--- config.mk ---
export PLATFORM = sky130hd
export DESIGN_NAME = ring_slot_sched_flat
export DESIGN_NICKNAME = d
export VERILOG_FILES = /design/src/rtl/ring_slot_sched_if.sv /design/src/rtl/ring_slot_sched.sv /design/src/flat_wrapper.sv
export SDC_FILE = /design/constraint.sdc
export NUM_CORES = 1
export LEC_CHECK = 0
export ABC_AREA = 1
export CAP_MARGIN = 5
export CORE_MARGIN = 5
export CORE_UTILIZATION = 30
export CTS_BUF_LIST = sky130_fd_sc_hd__clkbuf_4
export DETAILED_ROUTE_END_ITERATION = 16
export PLACE_DENSITY = 0.73
export SETUP_SLACK_MARGIN = 0.2
export SYNTH_ARGS = -nofsm -noshare
export SYNTH_HDL_FRONTEND = slang
export SYNTH_SLANG_ARGS = --single-unit
export TNS_END_PERCENT = 50
--- constraint.sdc ---
create_clock -name clock -period 1.7 [get_ports clock]
set_input_delay 0.34 -clock clock [delete_from_list [all_inputs] [get_ports clock]]
set_output_delay 0.34 -clock clock [all_outputs]
set_load 0.01 [all_outputs]
--- src/rtl/ring_slot_sched_if.sv ---
// Ring slot scheduler bus: incoming ring slot, queue heads, injected slot and queue pops.
// Pure wiring, no latency.
// Backpressure arrives as inhibit/wdqAlmostFull and the queue empty flags; pops are rdMQ/rdResend.
interface ring_slot_sched_if;
  logic [31:0] RingIn;
  logic [3:0]  SlotTypeIn;
  logic [3:0]  SrcDestIn;
  logic        inhibit;
  logic        wdqAlmostFull;
  logic        mqEmpty;
  logic [31:0] mqOut;
  logic [3:0]  mqType;
  logic [3:0]  mqSrcDest;
  logic        resendEmpty;
  logic [31:0] resendOut;
  logic [3:0]  resendType;
  logic [3:0]  resendDest;
  logic        wrMQ;
  logic        rdMQ;
  logic        rdResend;
  logic [31:0] RingOut;
  logic [3:0]  SlotTypeOut;
  logic [3:0]  SrcDestOut;
  logic        tokenLost;
  logic [2:0]  state;

  modport master (
    output RingIn, SlotTypeIn, SrcDestIn, inhibit, wdqAlmostFull,
           mqEmpty, mqOut, mqType, mqSrcDest,
           resendEmpty, resendOut, resendType, resendDest,
    input  wrMQ, rdMQ, rdResend, RingOut, SlotTypeOut, SrcDestOut, tokenLost, state
  );

  modport slave (
    input  RingIn, SlotTypeIn, SrcDestIn, inhibit, wdqAlmostFull,
           mqEmpty, mqOut, mqType, mqSrcDest,
           resendEmpty, resendOut, resendType, resendDest,
    output wrMQ, rdMQ, rdResend, RingOut, SlotTypeOut, SrcDestOut, tokenLost, state
  );
endinterface

--- src/rtl/ring_slot_sched.sv ---
// Ring slot scheduler: circulates one token, drains message and resend queues into free ring slots.
// Latency: wrMQ and the injected slot are combinational from inputs/state; state moves each clock.
// Backpressure: no token issued while inhibit/wdqAlmostFull; queue pops only when the head is non-empty.
module ring_slot_sched #(
  parameter int RESEND_MAX    = 16,
  parameter int TOKEN_TIMEOUT = 1023
) (
  input  logic clock,
  input  logic reset,
  ring_slot_sched_if.slave bus
);

  typedef enum logic [2:0] {
    IDLE        = 3'd0,
    SEND_TOKEN  = 3'd1,
    WAIT_TOKEN  = 3'd2,
    WAIT_DATA   = 3'd3,
    WAIT_MQ     = 3'd4,
    READ_MQ     = 3'd5,
    READ_RESEND = 3'd6
  } stateT;

  localparam logic [7:0] CNT_LAST     = 8'(RESEND_MAX - 1);
  localparam logic [9:0] TIMEOUT_LAST = 10'(TOKEN_TIMEOUT - 1);

  stateT       curState;
  stateT       nxtState;
  stateT       afterResend;
  stateT       afterMq;
  stateT       nextChoice;
  logic [7:0]  burst;
  logic        mqLoaded;
  logic [7:0]  cnt;
  logic [9:0]  tokTimer;
  logic        ok;
  logic        tokenSeen;
  logic        ringToMq;
  logic        popMq;
  logic        popResend;
  logic        lostPulse;
  logic [31:0] outData;
  logic [3:0]  outType;
  logic [3:0]  outDest;

  assign ok        = ~bus.inhibit & ~bus.wdqAlmostFull;
  assign tokenSeen = (bus.SlotTypeIn == 4'd1);

  // Ring-travelling slots addressed to someone, and unsolicited addresses, go to the message queue.
  assign ringToMq = (bus.SlotTypeIn[3] & (bus.SrcDestIn != 4'd0))
                  | ((bus.SlotTypeIn == 4'd2) & bus.RingIn[28] & ~bus.RingIn[31]);

  // Work priority after a round: queued messages, then resends, then a fresh token if allowed.
  assign afterResend = ok ? SEND_TOKEN : IDLE;
  assign afterMq     = bus.resendEmpty ? afterResend : READ_RESEND;
  assign nextChoice  = mqLoaded ? WAIT_MQ : afterMq;

  // Next-state and queue-pop decode.
  always_comb begin
    nxtState  = curState;
    popMq     = 1'b0;
    popResend = 1'b0;
    lostPulse = 1'b0;
    case (curState)
      IDLE:       nxtState = nextChoice;
      SEND_TOKEN: nxtState = WAIT_TOKEN;
      WAIT_TOKEN: begin
        if (tokenSeen) begin
          nxtState = WAIT_DATA;
        end else if (tokTimer == TIMEOUT_LAST) begin
          lostPulse = 1'b1;
          nxtState  = IDLE;
        end
      end
      WAIT_DATA: begin
        if (burst == 8'd0) nxtState = nextChoice;
      end
      WAIT_MQ: begin
        // The queue may report empty for a cycle or two after the write landed.
        if (!bus.mqEmpty) nxtState = READ_MQ;
      end
      READ_MQ: begin
        popMq = ~bus.mqEmpty;
        if (bus.mqEmpty) nxtState = afterMq;
      end
      READ_RESEND: begin
        popResend = ~bus.resendEmpty;
        if (bus.resendEmpty || (cnt == CNT_LAST)) nxtState = afterResend;
      end
      default: nxtState = IDLE;
    endcase
  end

  // State register; reset drops any token in flight.
  always_ff @(posedge clock or negedge reset) begin
    if (!reset) curState <= IDLE;
    else        curState <= nxtState;
  end

  // Burst length of the data following the returned token, counted down one slot per cycle.
  always_ff @(posedge clock or negedge reset) begin
    if (!reset)                burst <= 8'd0;
    else if (tokenSeen)        burst <= bus.RingIn[7:0];
    else if (burst != 8'd0)    burst <= burst - 8'd1;
  end

  // Remembers that the message queue was written; a write in the same cycle as a pop wins.
  always_ff @(posedge clock or negedge reset) begin
    if (!reset)        mqLoaded <= 1'b0;
    else if (ringToMq) mqLoaded <= 1'b1;
    else if (popMq)    mqLoaded <= 1'b0;
  end

  // Resend pops in the current visit; zero whenever outside READ_RESEND.
  always_ff @(posedge clock or negedge reset) begin
    if (!reset)                       cnt <= 8'd0;
    else if (curState != READ_RESEND) cnt <= 8'd0;
    else if (popResend)               cnt <= cnt + 8'd1;
  end

  // Cycles spent waiting for the token to come back around.
  always_ff @(posedge clock or negedge reset) begin
    if (!reset)                                                 tokTimer <= 10'd0;
    else if ((curState == WAIT_TOKEN) && (nxtState == WAIT_TOKEN)) tokTimer <= tokTimer + 10'd1;
    else                                                        tokTimer <= 10'd0;
  end

  // Injected slot: token, message head (Address becomes AddressRequest), resend head, else Null.
  always_comb begin
    outType = 4'd7;
    outData = 32'd0;
    outDest = 4'd0;
    if (curState == SEND_TOKEN) begin
      outType = 4'd1;
    end else if (popMq) begin
      outType = (bus.mqType == 4'd2) ? 4'd5 : bus.mqType;
      outData = bus.mqOut;
      outDest = bus.mqSrcDest;
    end else if (popResend) begin
      outType = bus.resendType;
      outData = bus.resendOut;
      outDest = bus.resendDest;
    end
  end

  assign bus.wrMQ        = ringToMq;
  assign bus.rdMQ        = popMq;
  assign bus.rdResend    = popResend;
  assign bus.tokenLost   = lostPulse;
  assign bus.RingOut     = outData;
  assign bus.SlotTypeOut = outType;
  assign bus.SrcDestOut  = outDest;
  assign bus.state       = curState;

endmodule

--- src/flat_wrapper.sv ---
// flat-port wrapper written by rule: the top's interface ports become plain ports
module ring_slot_sched_flat 
#(
  parameter int RESEND_MAX    = 16,
  parameter int TOKEN_TIMEOUT = 1023
)
  (clock, reset, bus_RingIn, bus_SlotTypeIn, bus_SrcDestIn, bus_inhibit, bus_wdqAlmostFull, bus_mqEmpty, bus_mqOut, bus_mqType, bus_mqSrcDest, bus_resendEmpty, bus_resendOut, bus_resendType, bus_resendDest, bus_wrMQ, bus_rdMQ, bus_rdResend, bus_RingOut, bus_SlotTypeOut, bus_SrcDestOut, bus_tokenLost, bus_state);
  ring_slot_sched_if bus_i ();
  input  logic clock;
  input  logic reset;
  input wire logic [$bits(bus_i.RingIn)-1:0] bus_RingIn;
  input wire logic [$bits(bus_i.SlotTypeIn)-1:0] bus_SlotTypeIn;
  input wire logic [$bits(bus_i.SrcDestIn)-1:0] bus_SrcDestIn;
  input wire logic [$bits(bus_i.inhibit)-1:0] bus_inhibit;
  input wire logic [$bits(bus_i.wdqAlmostFull)-1:0] bus_wdqAlmostFull;
  input wire logic [$bits(bus_i.mqEmpty)-1:0] bus_mqEmpty;
  input wire logic [$bits(bus_i.mqOut)-1:0] bus_mqOut;
  input wire logic [$bits(bus_i.mqType)-1:0] bus_mqType;
  input wire logic [$bits(bus_i.mqSrcDest)-1:0] bus_mqSrcDest;
  input wire logic [$bits(bus_i.resendEmpty)-1:0] bus_resendEmpty;
  input wire logic [$bits(bus_i.resendOut)-1:0] bus_resendOut;
  input wire logic [$bits(bus_i.resendType)-1:0] bus_resendType;
  input wire logic [$bits(bus_i.resendDest)-1:0] bus_resendDest;
  output wire logic [$bits(bus_i.wrMQ)-1:0] bus_wrMQ;
  output wire logic [$bits(bus_i.rdMQ)-1:0] bus_rdMQ;
  output wire logic [$bits(bus_i.rdResend)-1:0] bus_rdResend;
  output wire logic [$bits(bus_i.RingOut)-1:0] bus_RingOut;
  output wire logic [$bits(bus_i.SlotTypeOut)-1:0] bus_SlotTypeOut;
  output wire logic [$bits(bus_i.SrcDestOut)-1:0] bus_SrcDestOut;
  output wire logic [$bits(bus_i.tokenLost)-1:0] bus_tokenLost;
  output wire logic [$bits(bus_i.state)-1:0] bus_state;
  assign bus_i.RingIn = bus_RingIn;
  assign bus_i.SlotTypeIn = bus_SlotTypeIn;
  assign bus_i.SrcDestIn = bus_SrcDestIn;
  assign bus_i.inhibit = bus_inhibit;
  assign bus_i.wdqAlmostFull = bus_wdqAlmostFull;
  assign bus_i.mqEmpty = bus_mqEmpty;
  assign bus_i.mqOut = bus_mqOut;
  assign bus_i.mqType = bus_mqType;
  assign bus_i.mqSrcDest = bus_mqSrcDest;
  assign bus_i.resendEmpty = bus_resendEmpty;
  assign bus_i.resendOut = bus_resendOut;
  assign bus_i.resendType = bus_resendType;
  assign bus_i.resendDest = bus_resendDest;
  assign bus_wrMQ = bus_i.wrMQ;
  assign bus_rdMQ = bus_i.rdMQ;
  assign bus_rdResend = bus_i.rdResend;
  assign bus_RingOut = bus_i.RingOut;
  assign bus_SlotTypeOut = bus_i.SlotTypeOut;
  assign bus_SrcDestOut = bus_i.SrcDestOut;
  assign bus_tokenLost = bus_i.tokenLost;
  assign bus_state = bus_i.state;
  ring_slot_sched #(.RESEND_MAX(RESEND_MAX), .TOKEN_TIMEOUT(TOKEN_TIMEOUT)) u_core (.clock(clock), .reset(reset), .bus(bus_i));
endmodule
==> flow_metrics.env, run 1 <==
export IMPL_area_growth_pct=104
export IMPL_dp_slack_ns=-0.626
export IMPL_dieArea_um2=9280
export IMPL_coreArea_um2=7250
export IMPL_violations="negative setup slack"
export IMPL_cts_tree="built"
export IMPL_grt_pass1_vias=2924
export IMPL_setup_viol=55
export IMPL_clockRootBuffer="clkbuf_4"
export IMPL_synthDistinctLibCells=30
export IMPL_slew_headroom_pct=74.2
export IMPL_max_vdd_ir_drop_uv=518
export IMPL_vias_per_cell=4.83
export IMPL_ys_flop_type="dfrtp_1"
export IMPL_slew_viol_final=0
export IMPL_detail_route_antenna_nets=0
export IMPL_r2r_end="u_core.bus.state[0]"
export IMPL_antenna_found_initial=1
export IMPL_synthCells=297
export IMPL_grt_usage_pct=20.5
export IMPL_ys_seq_area_share_pct=33.6
export IMPL_synth_nets=428
export IMPL_fin_crit_sh_pct=122
export IMPL_synth_area_per_cell_um2=7.53
export IMPL_grt_pass1_wl_mm=14.6
export IMPL_dr_first_iter_drc_count=110
export IMPL_numCtsBuffers=5
export IMPL_clk_pin_slew_ns=0.10
export IMPL_die_h_um=96.4
export IMPL_period_minus_slack_ns=2.08
export IMPL_yosysWarnings=0
export IMPL_finalNonFillerCells=614
export IMPL_crit_required_ns=1.36
export IMPL_fin_total_pwr_w=0.00383
export IMPL_status="finished, violations left"
export IMPL_setup_worst_path_end_class="output port"
export IMPL_r2r_start="u_core.tokTimer[0]"
export IMPL_ys_seq_elements=30
export IMPL_leakage_nw=2.14
export IMPL_hpwl_mm=7.84
export IMPL_dpl_cell_count=580
export IMPL_clkSinkCount=30
export IMPL_crit_end="bus_RingOut[20]"
export IMPL_firstDrtPassIters=4
export IMPL_drt_total_wl_mm=10.4
export IMPL_power_density_nw_per_um2=839
export IMPL_htreeDepth=2
export IMPL_worst_setup_path_start_kind="flop"
export IMPL_startpoint="u_core.bus.state[2]"
export IMPL_vias=2964
export IMPL_grt_ovfl_total=0
export IMPL_ios=173
export IMPL_worstPathMaxFanout=5
export IMPL_hold_viol=0
export IMPL_gp_congestion=0.807
export IMPL_clock_skew_ns=0.0169
export IMPL_fp_dieW_um=96.4
export IMPL_timing_hold_ws_ns=0.373
export IMPL_max_freq_mhz=481
export IMPL_synth_edf_count=0
export IMPL_rsz0062_at_grt="true"
export IMPL_rows=31
export IMPL_worstMarginPinSlew_ns=0.387
export IMPL_crit_type="reg2out"
export IMPL_initial_core_util_pct=30.8
export IMPL_cts_buffer_depth=2
export IMPL_r2r_slack_ns=-0.18
export IMPL_grt_max_degree=31
export IMPL_placement_io_buffers=150
export IMPL_wl_per_cell_um=17.0
export IMPL_setup_ws_ns=-0.378
export IMPL_cap_violations=0
export IMPL_postSynth_asyncResetShare_pct=100
export IMPL_cts_hold_buf=0
export IMPL_hp_class="in2async"
export IMPL_final_nets=644
export IMPL_drive_gt1_share_pct=32.1
export IMPL_post_route_drc_count=0
export IMPL_netlist_area_um2=2240
export IMPL_worstRegToRegCells=13
export IMPL_postLayoutCoreUtil_pct=63.0
export IMPL_clk_latency_ns=0.34
export IMPL_arrival_ns=1.74
==> worst max-delay path, stage by stage, from the launching register on <==
cell       delay, ns
dfrtp_2         0.41
inv_2           0.08
nor2_4          0.05
nand2_4         0.06
nor2_4          0.04
buf_12          0.14
buf_12          0.12
clkbuf_16       0.14
a22o_1          0.23
buf_6           0.12
==> report_power, final <==
group | leakage (nW) | switching (W) | internal [W] | total (W)
Clock | 0.0463 | 0.000255 | 0.000344 | 0.000599
Combinational | 1.71 | 0.00106 | 0.00122 | 0.00228
Sequential | 0.385 | 0.000104 | 0.000849 | 0.000952
==> registers in the layout, summed over array words and instances, names as in the netlist <==
| name | flops |
|---|---|
| u_core.burst | 8 |
| u_core.bus.state | 3 |
| u_core.cnt | 8 |
| u_core.mqLoaded | 1 |
| u_core.tokTimer | 10 |
==> Yosys cell counts, types with 2 or more instances <==
cell | instances | area (µm²)
xor2_1 | 7 | 61.3
nand3_1 | 17 | 85.1
o211ai_1 | 3 | 22.5
buf_6 | 3 | 33.8
nor2_4 | 3 | 33.8
a31oi_1 | 2 | 12.5
inv_2 | 3 | 11.3
o21ai_0 | 15 | 75.1
a22o_1 | 36 | 315
xnor2_1 | 3 | 26.3
nor2_1 | 45 | 169
nand3_2 | 2 | 20.0
dfrtp_1 | 30 | 751
inv_1 | 35 | 131
ha_1 | 5 | 62.6
a21oi_1 | 13 | 65.1
nor3_1 | 14 | 70.1
nand4_1 | 4 | 25.0
buf_2 | 3 | 15.0
nand2_1 | 43 | 161
buf_4 | 2 | 15.0
==> stage by stage <==
stage,cell area (µm²),TNS (ns)
floorplan,2260,0
global placement,4170,-26.39
detailed placement,4170,-27.80
CTS,4350,-13.47
global route,4570,-19.07
finish,4570,-14.18
==> placed cells by master (no fill, tap or decap), types with 2 or more instances in the layout <==
cell type and count:
nor3_2 3, inv_1 32, nor3_4 2, inv_2 3, nand3_1 16, nor2_2 5, buf_4 53, buf_2 38
clkbuf_4 7, buf_12 6, nor3_1 9, clkdlybuf4s50_1 103, ha_1 4, nand2_1 37, nand2_4 3, dfrtp_1 27
nand4_1 4, a31oi_1 2, o21ai_0 14, nor2_1 40, xnor2_1 3, o211ai_1 3, a22o_1 36, nand3_4 2
buf_16 3, buf_6 12, a21oi_1 10, a21oi_2 3, nor2_4 4, inv_8 2, dfrtp_2 3, clkbuf_16 3
nand2_2 5, xor2_1 7
==> repair_timing <==
item / in CTS / in global routing
gates resized for setup: 212 / 28
setup buffers: 15 / 4
endpoints found under the setup margin: 62 / 70
pin swaps: 11 / 15
gates cloned: 3 / 3
==> worst min path at each step <==
stage | slack, ns | start | to | cells past startpoint
2_1_floorplan | 0.04 | reset | u_core.burst[0] | 0
3_3_place_gp | 0.52 | u_core.cnt[7] | u_core.cnt[7] | 3
3_5_place_dp | 0.54 | u_core.cnt[7] | u_core.cnt[7] | 3
4_1_cts | 0.38 | reset | u_core.burst[4] | 2
5_1_grt | 0.41 | reset | u_core.tokTimer[1] | 2
6_report | 0.37 | reset | u_core.burst[4] | 2
==> area by class of cell <==
cell class / instances / area (µm²)
inverters: 38 / 160
well taps: 99 / 124
flip-flops and latches: 30 / 754
clock buffers: 7 / 52.6
repair buffers: 219 / 2040
diodes: 1 / 2.50
fillers: 621 / 2690
multi-input cells: 219 / 1400
clock inverters: 1 / 30.0
==> logic make-up after synthesis <==
| family | Yosys count | synth area share [%] |
|---|---|---|
| XOR/XNOR | 10 | 3.92 |
| AO/OA/AOI/OAI | 70 | 22.3 |
| AND/OR/NAND/NOR | 134 | 27.4 |
| flip-flops | 30 | 33.6 |
| adder cells (fa/ha/maj) | 5 | 2.80 |
| buffers and inverters | 48 | 10.0 |
==> routing by layer <==
layer / routed length (µm) / global-route usage [%]
met2: 5590 / 39.6
met4: 327 / 7.59
met5: 0 / 0
met3: 941 / 5.71
met1: 3580 / 20.6
Power figures use the tool's default switching activity.
==> run 2: changes to the inputs <==
Settings changed: CORE_MARGIN 5 to not set.
==> flow_metrics.env, run 2 (same netlist as run 1, synthesis figures left out) <==
export IMPL_coreArea_um2=7210
export IMPL_vias_per_cell=4.79
export IMPL_slew_viol_final=0
export IMPL_fin_crit_sh_pct=119
export IMPL_cts_buffer_depth=2
export IMPL_arrival_ns=1.68
export IMPL_firstDrtPassIters=5
export IMPL_initial_core_util_pct=31.0
export IMPL_crit_chain="buf_6 > nand2_4 > nor2_4 > buf_4 > buf_16 > a22o_1 > buf_2"
export IMPL_slew_headroom_pct=73.9
export IMPL_r2r_end="u_core.tokTimer[8]"
export IMPL_dr_first_iter_drc_count=155
export IMPL_crit_required_ns=1.36
export IMPL_drive_gt1_share_pct=30.6
export IMPL_setup_worst_path_end_class="output port"
export IMPL_grt_pass1_vias=2616
export IMPL_met1_usage_pct=25.7
export IMPL_drt_total_wl_mm=9.01
export IMPL_die_h_um=88.4
export IMPL_cap_violations=0
export IMPL_leakage_nw=1.99
export IMPL_worst_path_buf_inv=4
export IMPL_top_regs="u_core.tokTimer x10, u_core.burst x8, u_core.cnt x8"
export IMPL_clk_pin_slew_ns=0.11
export IMPL_r2r_slack_ns=0.13
export IMPL_worstMarginPinSlew_ns=0.391
export IMPL_area_growth_pct=91.8
export IMPL_worstRegToRegCells=12
export IMPL_worstPathMaxFanout=14
export IMPL_ios=173
export IMPL_wl_per_cell_um=15.1
export IMPL_post_route_drc_count=0
export IMPL_dieArea_um2=7810
export IMPL_final_nets=626
export IMPL_power_density_nw_per_um2=827
export IMPL_largest_reg_flops=10
export IMPL_grtUsageMet2_pct=39.1
export IMPL_max_vdd_ir_drop_uv=564
export IMPL_cpMaxStageDelayCell="dfrtp_2"
export IMPL_r2r_start="u_core.tokTimer[0]"
export IMPL_hold_viol=0
export IMPL_grt_util_met3_pct=4.57
export IMPL_placement_io_buffers=150
export IMPL_vias=2865
export IMPL_largest_register="u_core.tokTimer"
export IMPL_grt_ovfl_total=0
export IMPL_final_cell_mix="clkdlybuf4s50_1 (102), buf_4 (41), buf_2 (40)"
export IMPL_detail_route_antenna_nets=0
export IMPL_max_freq_mhz=495
export IMPL_hp_class="in2async"
export IMPL_htreeDepth=2
export IMPL_crit_family="buffers and inverters"
export IMPL_grt_usage_pct=21.9
export IMPL_cts_tree="built"
export IMPL_grt_pass1_wl_mm=12.9
export IMPL_dp_slack_ns=-0.570
export IMPL_grt_busiest_layer="met2"
export IMPL_clock_skew_ns=0.0224
export IMPL_violations="negative setup slack"
export IMPL_antenna_found_initial=0
export IMPL_worst_setup_path_start_kind="flop"
export IMPL_hpwl_mm=7.02
export IMPL_clockRootBuffer="clkbuf_4"
export IMPL_clk_latency_ns=0.34
export IMPL_period_minus_slack_ns=2.02
export IMPL_gp_congestion=0.826
export IMPL_numCtsBuffers=5
export IMPL_rows=31
export IMPL_fp_dieW_um=88.4
export IMPL_setup_ws_ns=-0.320
export IMPL_timing_setup_tns_ns=-12.22
export IMPL_clkSinkCount=30
export IMPL_max_stage_delay_ns=0.46
export IMPL_final_common_cell="clkdlybuf4s50_1"
export IMPL_rsz0062_at_grt="true"
export IMPL_setup_viol=44
export IMPL_crit_type="reg2out"
export IMPL_status="finished, violations left"
export IMPL_grt_max_degree=31
[run 2: area by class of cell]
cell class	instances	area [µm²]
diodes	3	7.51
clock buffers	6	45.0
clock inverters	2	33.8
fillers	676	2920
inverters	38	148
multi-input cells	219	1420
flip-flops and latches	30	754
well taps	99	124
repair buffers	201	1760
[run 2: per-layer routing]
metal  wire length (µm)  up-vias
li1                   -     1411
met1               3410     1337
met2               4850      110
met3                669        7
met4                 78        0
met5                  0        -
[run 2: repair_timing]
item,CTS,global route
hold buffers,0,0
cloned,2,0
buffers inserted,3,0
pin swaps,5,15
resized for setup,199,33
endpoints found under the setup margin,61,64
[run 2: power by group]
part | internal (W) | switching (W) | total [W]
Sequential | 0.000849 | 0.000105 | 0.000954
Combinational | 0.00104 | 0.000981 | 0.00202
Clock | 0.000322 | 0.000252 | 0.000574
Total | 0.00221 | 0.00134 | 0.00355
[run 2: per-stage QoR]
stage          cells  utilization [%]  hold slack [ns]  cell area, µm²  total power (W)
6_report         598             59.5            0.378            4290          0.00355
5_1_grt          595             59.4            0.390            4280          0.00381
3_3_place_gp     582             57.8            0.518            4170          0.00292
3_5_place_dp     582             57.8            0.525            4170          0.00296
4_1_cts          595             57.8            0.373            4170          0.00348
2_1_floorplan    297                -           0.0444            2260          0.00189
[run 2: worst max path at each step]
| stage | cells after the start | end | slack, ns | startpoint |
|---|---|---|---|---|
| detailed placement | 7 | bus_RingOut[24] | -0.57 | bus_resendEmpty |
| global route | 8 | bus_SlotTypeOut[2] | -0.38 | u_core.bus.state[1] |
| finish | 7 | bus_RingOut[12] | -0.32 | u_core.bus.state[0] |
| CTS | 8 | bus_SlotTypeOut[2] | -0.33 | u_core.bus.state[1] |
| floorplan | 7 | bus_RingOut[10] | 0.16 | u_core.bus.state[1] |
| global placement | 7 | bus_RingOut[0] | -0.56 | bus_resendEmpty |
